**config.mk**
```make
export PLATFORM = sky130hd
export DESIGN_NAME = stream_add_tree_flat
export DESIGN_NICKNAME = d
export VERILOG_FILES = /design/src/rtl/stream_add_tree_if.sv /design/src/rtl/stream_add_tree.sv /design/src/flat_wrapper.sv
export SDC_FILE = /design/constraint.sdc
export NUM_CORES = 1
export LEC_CHECK = 0
export BUFFER_PORTS_ARGS = -buffer_cell sky130_fd_sc_hd__buf_2
export CAP_MARGIN = 0
export CORE_MARGIN = 2
export CORE_UTILIZATION = 25
export CTS_CLUSTER_DIAMETER = 40
export DETAILED_ROUTE_END_ITERATION = 6
export GPL_TIMING_DRIVEN = 0
export PLACE_DENSITY = 0.49
export SLEW_MARGIN = 20
export SYNTH_ARGS = -nofsm -noshare
export SYNTH_HDL_FRONTEND = slang
export SYNTH_SLANG_ARGS = --single-unit
```
**constraint.sdc**
```tcl
create_clock -name clk -period 3.21 [get_ports clk]
set_clock_uncertainty 0.15 [all_clocks]
set_input_delay 0.1605 -clock clk [delete_from_list [all_inputs] [get_ports clk]]
set_output_delay 0.1605 -clock clk [all_outputs]
set_load 0.05 [all_outputs]
```
**src/rtl/stream_add_tree_if.sv**
```systemverilog
// Valid/ready bundle for stream_add_tree: NUM_CH joined input channels and one sum output.
// The slave modport is the adder's view; the master modport is the producer/consumer side.
interface stream_add_tree_if #(
    parameter int NUM_CH = 4,
    parameter int DATA_W = 8,
    parameter int OUT_W  = DATA_W + $clog2(NUM_CH)
);
    logic [NUM_CH*DATA_W-1:0] in_data;
    logic [NUM_CH-1:0]        in_valid;
    logic [NUM_CH-1:0]        in_ready;
    logic [OUT_W-1:0]         o_data;
    logic                     o_valid;
    logic                     o_ready;
    logic                     o_sat;

    modport master (
        output in_data, in_valid, o_ready,
        input  in_ready, o_data, o_valid, o_sat
    );

    modport slave (
        input  in_data, in_valid, o_ready,
        output in_ready, o_data, o_valid, o_sat
    );
endinterface

```
**src/rtl/stream_add_tree.sv**
```systemverilog
// N-channel unsigned stream adder: joins one beat per channel and sums it through a registered
// binary tree, one stage per level. Optional output saturation via STREAM_ADD_TREE_SAT_EN.
module stream_add_tree #(
    parameter int NUM_CH = 4,
    parameter int DATA_W = 8,
    parameter int OUT_W  = DATA_W + $clog2(NUM_CH)
) (
    input logic clk,
    input logic rst,
    stream_add_tree_if.slave bus
);
    localparam int L      = $clog2(NUM_CH);
    localparam int LEAVES = 1 << L;
    localparam int SUM_W  = DATA_W + L;

    logic [DATA_W-1:0] leaf [LEAVES];
    logic              all_v;
    logic              accept;
    logic [L:0]        stage_ready;
    logic [L-1:0]      stage_valid;
    logic [SUM_W-1:0]  total;

    // Pad the tree to a power of two with zero leaves so odd channel counts need no special case.
    for (genvar i = 0; i < LEAVES; i++) begin : g_leaf
        if (i < NUM_CH) begin : g_used
            assign leaf[i] = bus.in_data[i*DATA_W +: DATA_W];
        end else begin : g_pad
            assign leaf[i] = '0;
        end
    end

    assign all_v          = &bus.in_valid;
    assign stage_ready[L] = bus.o_ready;
    assign accept         = all_v & stage_ready[0] & ~rst;
    assign bus.in_ready   = {NUM_CH{accept}};

    for (genvar k = 0; k < L; k++) begin : g_lvl
        localparam int NODES = LEAVES >> (k + 1);
        localparam int W     = DATA_W + k + 1;

        logic [W-1:0] sum_d [NODES];
        logic [W-1:0] sum_q [NODES];
        logic         valid_q;
        logic         load_v;

        assign stage_ready[k] = ~valid_q | stage_ready[k+1];
        assign stage_valid[k] = valid_q;

        if (k == 0) begin : g_first
            assign load_v = all_v;
            always_comb begin
                for (int j = 0; j < NODES; j++) begin
                    sum_d[j] = W'(leaf[2*j]) + W'(leaf[2*j+1]);
                end
            end
        end else begin : g_next
            assign load_v = stage_valid[k-1];
            always_comb begin
                for (int j = 0; j < NODES; j++) begin
                    sum_d[j] = W'(g_lvl[k-1].sum_q[2*j]) + W'(g_lvl[k-1].sum_q[2*j+1]);
                end
            end
        end

        // Data only loads with a valid beat, so a stalled stage keeps its sum untouched.
        always_ff @(posedge clk) begin
            if (rst) begin
                valid_q <= 1'b0;
                for (int j = 0; j < NODES; j++) begin
                    sum_q[j] <= '0;
                end
            end else if (stage_ready[k]) begin
                valid_q <= load_v;
                if (load_v) begin
                    for (int j = 0; j < NODES; j++) begin
                        sum_q[j] <= sum_d[j];
                    end
                end
            end
        end
    end

    assign total       = g_lvl[L-1].sum_q[0];
    assign bus.o_valid = stage_valid[L-1];

`ifdef STREAM_ADD_TREE_SAT_EN
    if (OUT_W < SUM_W) begin : g_sat
        logic over;
        assign over       = |total[SUM_W-1:OUT_W];
        assign bus.o_data = over ? '1 : total[OUT_W-1:0];
        assign bus.o_sat  = over;
    end else begin : g_full
        assign bus.o_data = OUT_W'(total);
        assign bus.o_sat  = 1'b0;
    end
`else
    if (OUT_W < SUM_W) begin : g_wrap
        logic unused_hi;
        assign unused_hi = ^total[SUM_W-1:OUT_W];
    end
    assign bus.o_data = OUT_W'(total);
    assign bus.o_sat  = 1'b0;
`endif
endmodule

```
**src/flat_wrapper.sv**
```systemverilog
// flat-port wrapper written by rule: the top's interface ports become plain ports
module stream_add_tree_flat 
#(
    parameter int NUM_CH = 4,
    parameter int DATA_W = 8,
    parameter int OUT_W  = DATA_W + $clog2(NUM_CH)
)
  (clk, rst, bus_in_data, bus_in_valid, bus_o_ready, bus_in_ready, bus_o_data, bus_o_valid, bus_o_sat);
  stream_add_tree_if #(.NUM_CH(NUM_CH), .DATA_W(DATA_W), .OUT_W(OUT_W)) bus_i ();
  input logic clk;
  input logic rst;
  input wire logic [$bits(bus_i.in_data)-1:0] bus_in_data;
  input wire logic [$bits(bus_i.in_valid)-1:0] bus_in_valid;
  input wire logic [$bits(bus_i.o_ready)-1:0] bus_o_ready;
  output wire logic [$bits(bus_i.in_ready)-1:0] bus_in_ready;
  output wire logic [$bits(bus_i.o_data)-1:0] bus_o_data;
  output wire logic [$bits(bus_i.o_valid)-1:0] bus_o_valid;
  output wire logic [$bits(bus_i.o_sat)-1:0] bus_o_sat;
  assign bus_i.in_data = bus_in_data;
  assign bus_i.in_valid = bus_in_valid;
  assign bus_i.o_ready = bus_o_ready;
  assign bus_in_ready = bus_i.in_ready;
  assign bus_o_data = bus_i.o_data;
  assign bus_o_valid = bus_i.o_valid;
  assign bus_o_sat = bus_i.o_sat;
  stream_add_tree #(.NUM_CH(NUM_CH), .DATA_W(DATA_W), .OUT_W(OUT_W)) u_core (.clk(clk), .rst(rst), .bus(bus_i));
endmodule
```
==> impl_metrics.env, run 1 <==
export IMPL_type_of_the_setup_path_with_the_least_slack="input port to output port"
export IMPL_timing_hold_worst_path_depth=3
export IMPL_yosys_warnings=0
export IMPL_cts_buffers=5
export IMPL_min_from="bus_in_valid[1]"
export IMPL_global_route_usage_total_pct=9.789
export IMPL_met2RoutedLength_um=1927
export IMPL_initialDrtViolationCount=26
export IMPL_cell_internal_pwr_w=0.0007120
export IMPL_routed_via_density=4.424
export IMPL_start_kind="input port"
export IMPL_xor_xnor_share_of_the_synthesized_area_pct=3.302
export IMPL_largest_family_of_logic_cells_by_synthesized_area="adder cells"
export IMPL_maxUsedRoutingLayer="met4"
export IMPL_gr_ovfl_total=0
export IMPL_power_per_cell_area_mw_per_mm2=378.4
export IMPL_cts_tree="done"
export IMPL_r2r_start="u_core.g_lvl[0].sum_q[0][0]"
export IMPL_tightestPinTransition_ns=0.7926
export IMPL_crit_path_start="rst"
export IMPL_tcrit_tclk_final_pct=70.28
export IMPL_arrival_ns=1.95
export IMPL_final_antenna_net_count=0
export IMPL_power_frac_seq_pct=46.1
export IMPL_setup_repair_after_global_routing_missed_its_margin="false"
export IMPL_fin_setup_tns_ns=0
export IMPL_cp_required_ns=2.90
export IMPL_crit_fanout=13
export IMPL_rows=33
export IMPL_power_static_leakage_nw=1.116
export IMPL_htree_num_levels=2
export IMPL_synth_seq_cells=30
export IMPL_wl_per_cell_um=11.38
export IMPL_place_hpwl_um=3476
export IMPL_synthesis_instances=200
export IMPL_placement_io_buffers=53
export IMPL_synthesis_area_sq_mm=0.002122
export IMPL_cts_root_buf="sky130_fd_sc_hd__clkbuf_8"
export IMPL_r2r_slack_ns=1.01
export IMPL_pwr_share_comb_pct=26.4
export IMPL_maxSlewHeadroom_pct=47.05
export IMPL_finalHoldViolCount=0
export IMPL_worst_ir_drop_vdd_mv=0.1327
export IMPL_syn_avg_cell_area_sq_um=10.61
export IMPL_fmax_mhz=443.2
export IMPL_clock_latency_ns=0.27
export IMPL_n_antenna_cell=0
export IMPL_final_net_count=329
export IMPL_number_of_global_route_vias_before_repair=1503
export IMPL_reg2reg_depth=6
export IMPL_gp_congestion=0.8112
export IMPL_max_clock_buf_depth=2
export IMPL_clkTransAtPathRegs_ns=0.06
export IMPL_netSwitchingFraction_pct=28.31
export IMPL_synth_adder_area_share_pct=17.57
export IMPL_m1WireLength_um=1930
export IMPL_yosysSeqAreaShare_pct=41.51
export IMPL_design_portCount=55
export IMPL_critical_path_endpoint_type="output port"
export IMPL_syn_to_final_growth_pct=23.70
export IMPL_rr_endpoint="u_core.g_lvl[1].sum_q[0][6]"
export IMPL_synth_compound_area_share_pct=15.98
export IMPL_die_outline_height_um=96.13
export IMPL_cts_setup_buffers=0
export IMPL_met3RoutedLength_um=276
export IMPL_worstHoldEndpoint="u_core.g_lvl[0].valid_q"
export IMPL_clock_sinks=30
export IMPL_post_synth_and_or_nand_nor_area_fraction_pct=15.51
export IMPL_holdWs_ns=0.06321
export IMPL_initial_util_pct=25.83
export IMPL_floorplan_die_area_sq_mm=0.009241
export IMPL_die_width_um=96.13
export IMPL_cts_resized=0
export IMPL_report_final_setup_viol=0
export IMPL_drt_drc_violations_left=0
export IMPL_max_cap_viol=0
export IMPL_share_clk_of_total_power_pct=27.5
export IMPL_detailed_place_area_sq_mm=0.002534
export IMPL_drt_wl_total_um=4187
export IMPL_syn_nets=267
export IMPL_finalPower_w=0.0009932
export IMPL_core_area_sq_mm=0.008217
export IMPL_detail_route_first_pass_iterations=4
export IMPL_slew_viol_final=0
export IMPL_dr_total_vias=1628
export IMPL_wire_length_of_the_first_global_routing_pass_um=6934
export IMPL_pin_count_of_the_biggest_net_entering_global_routing=17
export IMPL_finalCriticalPeriod_ns=2.256
export IMPL_status="complete, no violations"
export IMPL_netSwitchingPower_w=0.0002812
export IMPL_hold_class="input port to register"
export IMPL_post_route_cell_area_sq_mm=0.002625
export IMPL_yosys_mux_area_fraction_pct=2.358
export IMPL_final_layout_size_suffix_gt1_share_pct=26.62
export IMPL_synth_cell_type_count=39
export IMPL_antenna_found_initial=0
[worst max-delay path by stage]
stage | end | depth (start not counted)
floorplan | u_core.g_lvl[0].sum_q[0][0] | 2
global placement | u_core.g_lvl[0].sum_q[0][1] | 2
detailed placement | u_core.g_lvl[0].sum_q[0][8] | 7
CTS | bus_in_ready[2] | 7
global route | bus_in_ready[1] | 7
finish | bus_in_ready[2] | 7
[routing by layer]
layer / up-vias / track usage, %
li1: 870 / -
met1: 702 / 12.83
met2: 51 / 15.22
met3: 5 / 2.036
met4: 0 / 4.881
met5: - / 0
[per-stage QoR]
stage               std cells  util, %  setup WS [ns]
global route              368    31.95         0.8826
finish                    368    31.95         0.9539
global placement          358    30.65         0.9569
CTS                       368    31.95         0.9332
detailed placement        359    30.84         0.9897
floorplan                 200        -          1.044
[registers in the layout, summed over array words and instances, names as in the netlist]
register	count
u_core.g_lvl.sum_q	28
u_core.bus.o_valid	1
u_core.g_lvl.valid_q	1
[synth_stat cells]
master                      instances  area share (%)
sky130_fd_sc_hd__a211oi_1           8             2.8
sky130_fd_sc_hd__a21o_1             4             1.4
sky130_fd_sc_hd__a21oi_1            8             1.9
sky130_fd_sc_hd__a221oi_1           2            0.83
sky130_fd_sc_hd__a31oi_1            1            0.29
sky130_fd_sc_hd__and2_1             7             2.1
sky130_fd_sc_hd__and3b_1            1            0.41
sky130_fd_sc_hd__buf_2              1            0.24
sky130_fd_sc_hd__buf_4              6             2.1
sky130_fd_sc_hd__conb_1             1            0.18
sky130_fd_sc_hd__dfxtp_1            2             1.9
sky130_fd_sc_hd__edfxtp_1          28              40
sky130_fd_sc_hd__fa_1               3             2.8
sky130_fd_sc_hd__ha_1              25              15
sky130_fd_sc_hd__inv_1              6             1.1
sky130_fd_sc_hd__inv_2              1            0.18
sky130_fd_sc_hd__mux2i_1            5             2.4
sky130_fd_sc_hd__nand2_1           10             1.8
sky130_fd_sc_hd__nand2b_1           5             1.5
sky130_fd_sc_hd__nand3_1            4            0.94
sky130_fd_sc_hd__nand3b_1           1            0.35
sky130_fd_sc_hd__nand4_1            2            0.59
sky130_fd_sc_hd__nand4b_1           1            0.41
sky130_fd_sc_hd__nor2_1            20             3.5
sky130_fd_sc_hd__nor2b_1            2            0.59
sky130_fd_sc_hd__nor3_1             4            0.94
sky130_fd_sc_hd__nor3_2             1            0.47
sky130_fd_sc_hd__nor3b_1            1            0.35
sky130_fd_sc_hd__nor4b_1            1            0.41
sky130_fd_sc_hd__o2111ai_1          3             1.2
sky130_fd_sc_hd__o211ai_1           1            0.35
sky130_fd_sc_hd__o21a_1             3             1.1
sky130_fd_sc_hd__o21ai_0           10             2.4
sky130_fd_sc_hd__o21bai_1           5             1.8
sky130_fd_sc_hd__o22ai_1            1            0.29
sky130_fd_sc_hd__o31a_1             4             1.7
sky130_fd_sc_hd__or3_1              4             1.2
sky130_fd_sc_hd__xnor2_1            7             2.9
sky130_fd_sc_hd__xor2_1             1            0.41
[critical path, cell delays in order]
cell	delay (ns)
sky130_fd_sc_hd__dlygate4sd3_1	0.53
sky130_fd_sc_hd__buf_2	0.16
sky130_fd_sc_hd__or3_1	0.46
sky130_fd_sc_hd__inv_2	0.09
sky130_fd_sc_hd__buf_4	0.18
sky130_fd_sc_hd__buf_4	0.12
sky130_fd_sc_hd__buf_2	0.24
[power by group through the flow]
| stage | sequential (W) | combinational (W) | clock, W |
|---|---|---|---|
| 6_report | 0.000458 | 0.000262 | 0.000273 |
| 5_1_grt | 0.000460 | 0.000296 | 0.000306 |
| 4_1_cts | 0.000458 | 0.000265 | 0.000287 |
| 3_5_place_dp | 0.000466 | 0.000262 | 0 |
| 3_3_place_gp | 0.000466 | 0.000257 | 0 |
| 2_1_floorplan | 0.000488 | 0.000168 | 0 |
[final cells by class]
cell class,instances,area (sq um)
Fill cell,858,5592
Tap cell,105,131.4
Clock inverter,2,8.758
Multi-Input combinational cell,156,1169
Timing Repair Buffer,55,286.5
Buffer,7,50.05
Clock buffer,6,72.57
Sequential cell,30,880.8
Inverter,7,26.28
[cells by family (layout without fill, tap and decap cells)]
family          count (synthesis)  in the layout
compound gates                 50             50
xor+xnor                        8              8
fa+ha+maj                      28             28
buf+inv                        14             77
flops                          30             30
mux                             5              5
other cells                     1              1
simple gates                   64             64
[what timing repair did]
action / in CTS / in global routing
hold buffers: 1 / 0
hold endpoints to repair: 2 / 0
setup endpoints to repair: 0 / 0
[placed cells by master (no fill, tap or decap), drive strengths merged, types with 8 or more instances in the layout]
cell type,synthesis,layout
a211oi,8,8
a21oi,8,8
buf,7,61
edfxtp,28,28
ha,25,25
nand2,10,10
nor2,20,20
o21ai,10,10
Power figures use the tool's default switching activity.
==> inputs of run 2 (changes only) <==
Settings changed: PLACE_DENSITY 0.49 to 0.5.
Clock period 3.21 ns to 1.98 ns, I/O delays scaled along.
==> run 2 against run 1 <==
  * The flow now finishes with violations (setup timing)
  * Setup slack worse by 1.0 ns
  * Non-clock buffer count rose by 2
  * Core utilization increased by 0.79 points
  * Die area did not move
  * Largest cell class unchanged
==> impl_metrics.env, run 2 (synthesis results as in run 1) <==
export IMPL_status="complete, but fails checks"
export IMPL_violations="setup timing"
export IMPL_utilization_pct=32.74
export IMPL_fmax_mhz=488.5
export IMPL_placement_io_buffers=53
export IMPL_initial_util_pct=25.83
export IMPL_tcrit_tclk_final_pct=103.4
export IMPL_power_per_cell_area_mw_per_mm2=610.7
export IMPL_report_final_setup_viol=2
export IMPL_global_route_usage_total_pct=10.09
export IMPL_power_static_leakage_nw=1.131
export IMPL_place_hpwl_um=3553
export IMPL_detail_route_first_pass_iterations=4
export IMPL_antenna_found_initial=0
export IMPL_final_net_count=331
export IMPL_wl_per_cell_um=11.66
export IMPL_rows=33
export IMPL_dr_total_vias=1656
export IMPL_clock_latency_ns=0.28
export IMPL_maxSlewHeadroom_pct=42.68
export IMPL_rr_endpoint="u_core.g_lvl[1].sum_q[0][8]"
export IMPL_setup_ws_ns=-0.06691
export IMPL_n_antenna_cell=0
export IMPL_max_cap_viol=0
export IMPL_regMostFlops="u_core.g_lvl.sum_q"
export IMPL_hold_class="input port to register"
export IMPL_max_clock_buf_depth=2
export IMPL_tightestPinTransition_ns=0.8592
export IMPL_timing_hold_worst_path_depth=3
export IMPL_reg2reg_depth=6
export IMPL_clock_sinks=30
export IMPL_stdcell_count=370
export IMPL_r2r_start="u_core.g_lvl[0].sum_q[0][0]"
export IMPL_arrival_ns=1.92
export IMPL_core_area_sq_mm=0.008217
export IMPL_num_fill_cells=857
export IMPL_drt_drc_violations_left=0
export IMPL_crit_fanout=3
export IMPL_slew_viol_final=0
export IMPL_clkTransAtPathRegs_ns=0.06
export IMPL_critical_path_endpoint_type="register"
export IMPL_routed_via_density=4.476
export IMPL_r2r_slack_ns=-0.07
export IMPL_gp_congestion=0.8061
export IMPL_cts_tree="done"
export IMPL_type_of_the_setup_path_with_the_least_slack="register to register"
export IMPL_number_of_global_route_vias_before_repair=1591
export IMPL_finalHoldViolCount=0
export IMPL_cts_root_buf="sky130_fd_sc_hd__clkbuf_8"
export IMPL_worstHoldEndpoint="u_core.g_lvl[0].valid_q"
export IMPL_largest_register_ffs=28
export IMPL_finalCriticalPeriod_ns=2.047
export IMPL_cts_buffers=5
export IMPL_final_antenna_net_count=0
export IMPL_min_from="bus_in_valid[1]"
export IMPL_start_kind="register"
export IMPL_die_width_um=96.13
export IMPL_worst_ir_drop_vdd_mv=0.1985
export IMPL_cell_count_after_placement=358
export IMPL_cp_required_ns=1.85
export IMPL_floorplan_die_area_sq_mm=0.009241
export IMPL_wire_length_of_the_first_global_routing_pass_um=7210
export IMPL_design_portCount=55
export IMPL_drt_wl_total_um=4313
export IMPL_gr_ovfl_total=0
export IMPL_initialDrtViolationCount=42
export IMPL_final_layout_size_suffix_gt1_share_pct=29.43
export IMPL_final_common_cell="sky130_fd_sc_hd__buf_2"
export IMPL_syn_to_final_growth_pct=26.77
export IMPL_htree_num_levels=2
export IMPL_setup_repair_after_global_routing_missed_its_margin="true"
export IMPL_die_outline_height_um=96.13
export IMPL_layout_cells_most_common_list="50 x sky130_fd_sc_hd__buf_2, 28 x sky130_fd_sc_hd__edfxtp_1, 24 x sky130_fd_sc_hd__ha_1"
export IMPL_pin_count_of_the_biggest_net_entering_global_routing=19
## run 2: cell count changes in the layout (fill, tap and decap cells not counted), sizes merged
cell  change
buf       +2
## run 2: what timing repair did
action | CTS | global route
gates resized for setup | 7 | 6
endpoints found under the hold margin | 2 | 0
buffers inserted | 2 | 1
hold buffers | 1 | 0
endpoints found under the setup margin | 6 | 9
pin swaps | 4 | 5
## run 2: worst max-delay path by stage
stage,start,endpoint,slack (ns),cells past startpoint
detailed placement,bus_in_data[0],u_core.g_lvl[0].sum_q[0][8],-0.22,7
finish,u_core.g_lvl[0].sum_q[0][0],u_core.g_lvl[1].sum_q[0][8],-0.07,6
global route,u_core.g_lvl[0].sum_q[0][0],u_core.g_lvl[1].sum_q[0][8],-0.15,6
floorplan,u_core.g_lvl[0].sum_q[0][0],u_core.g_lvl[1].sum_q[0][6],0.02,6
CTS,u_core.g_lvl[0].sum_q[0][9],u_core.g_lvl[1].sum_q[0][6],-0.1,6
global placement,bus_in_data[0],u_core.g_lvl[0].sum_q[0][8],-0.17,7
## run 2: area by class of cell
type,instances,area (sq um),area share (%)
Multi-Input combinational cell,156,1194,44.37
Sequential cell,30,880.8,32.74
Timing Repair Buffer,57,322.8,12.00
Tap cell,105,131.4,4.884
Clock buffer,6,72.57,2.698
Buffer,7,53.80,2.000
Inverter,7,26.28,0.9767
Clock inverter,2,8.758,0.3256
## run 2: stage by stage
| step | area (sq um) | hold WS (ns) | power (W) | TNS (ns) | setup slack [ns] |
|---|---|---|---|---|---|
| 2_1_floorplan | 2135 | 0.01807 | 0.001069 | 0 | 0.02443 |
| 3_3_place_gp | 2531 | 0.1903 | 0.001176 | -0.4773 | -0.1686 |
| 3_5_place_dp | 2531 | 0.2007 | 0.001184 | -0.5784 | -0.2171 |
| 4_1_cts | 2661 | 0.005584 | 0.001654 | -0.1644 | -0.09587 |
| 5_1_grt | 2690 | 0.02582 | 0.001743 | -0.3695 | -0.1516 |
| 6_report | 2690 | 0.008564 | 0.001643 | -0.1292 | -0.06691 |
## run 2: power breakdown
group | leakage (nW) | internal (W) | total (W) | switching, W
registers | 0.292 | 0.000730 | 0.000743 | 0.0000123
clock network | 0.0426 | 0.000241 | 0.000455 | 0.000215
logic | 0.796 | 0.000195 | 0.000445 | 0.000250
## run 2: per-layer routing
layer | wire length, um | track usage, % | up-vias
met3 | 253 | 2.271 | 5
met5 | 0 | 0 | -
met1 | 1950 | 13.03 | 733
met4 | 75 | 4.286 | 0
li1 | - | - | 872
met2 | 2034 | 16.15 | 46
## run 2: critical path: stages, from the launching register on
cell and delay (ns):
sky130_fd_sc_hd__edfxtp_1 0.38, sky130_fd_sc_hd__ha_2 0.21, sky130_fd_sc_hd__fa_2 0.33, sky130_fd_sc_hd__a21o_1 0.21, sky130_fd_sc_hd__a221oi_2 0.25, sky130_fd_sc_hd__o21bai_1 0.12
sky130_fd_sc_hd__mux2i_1 0.13
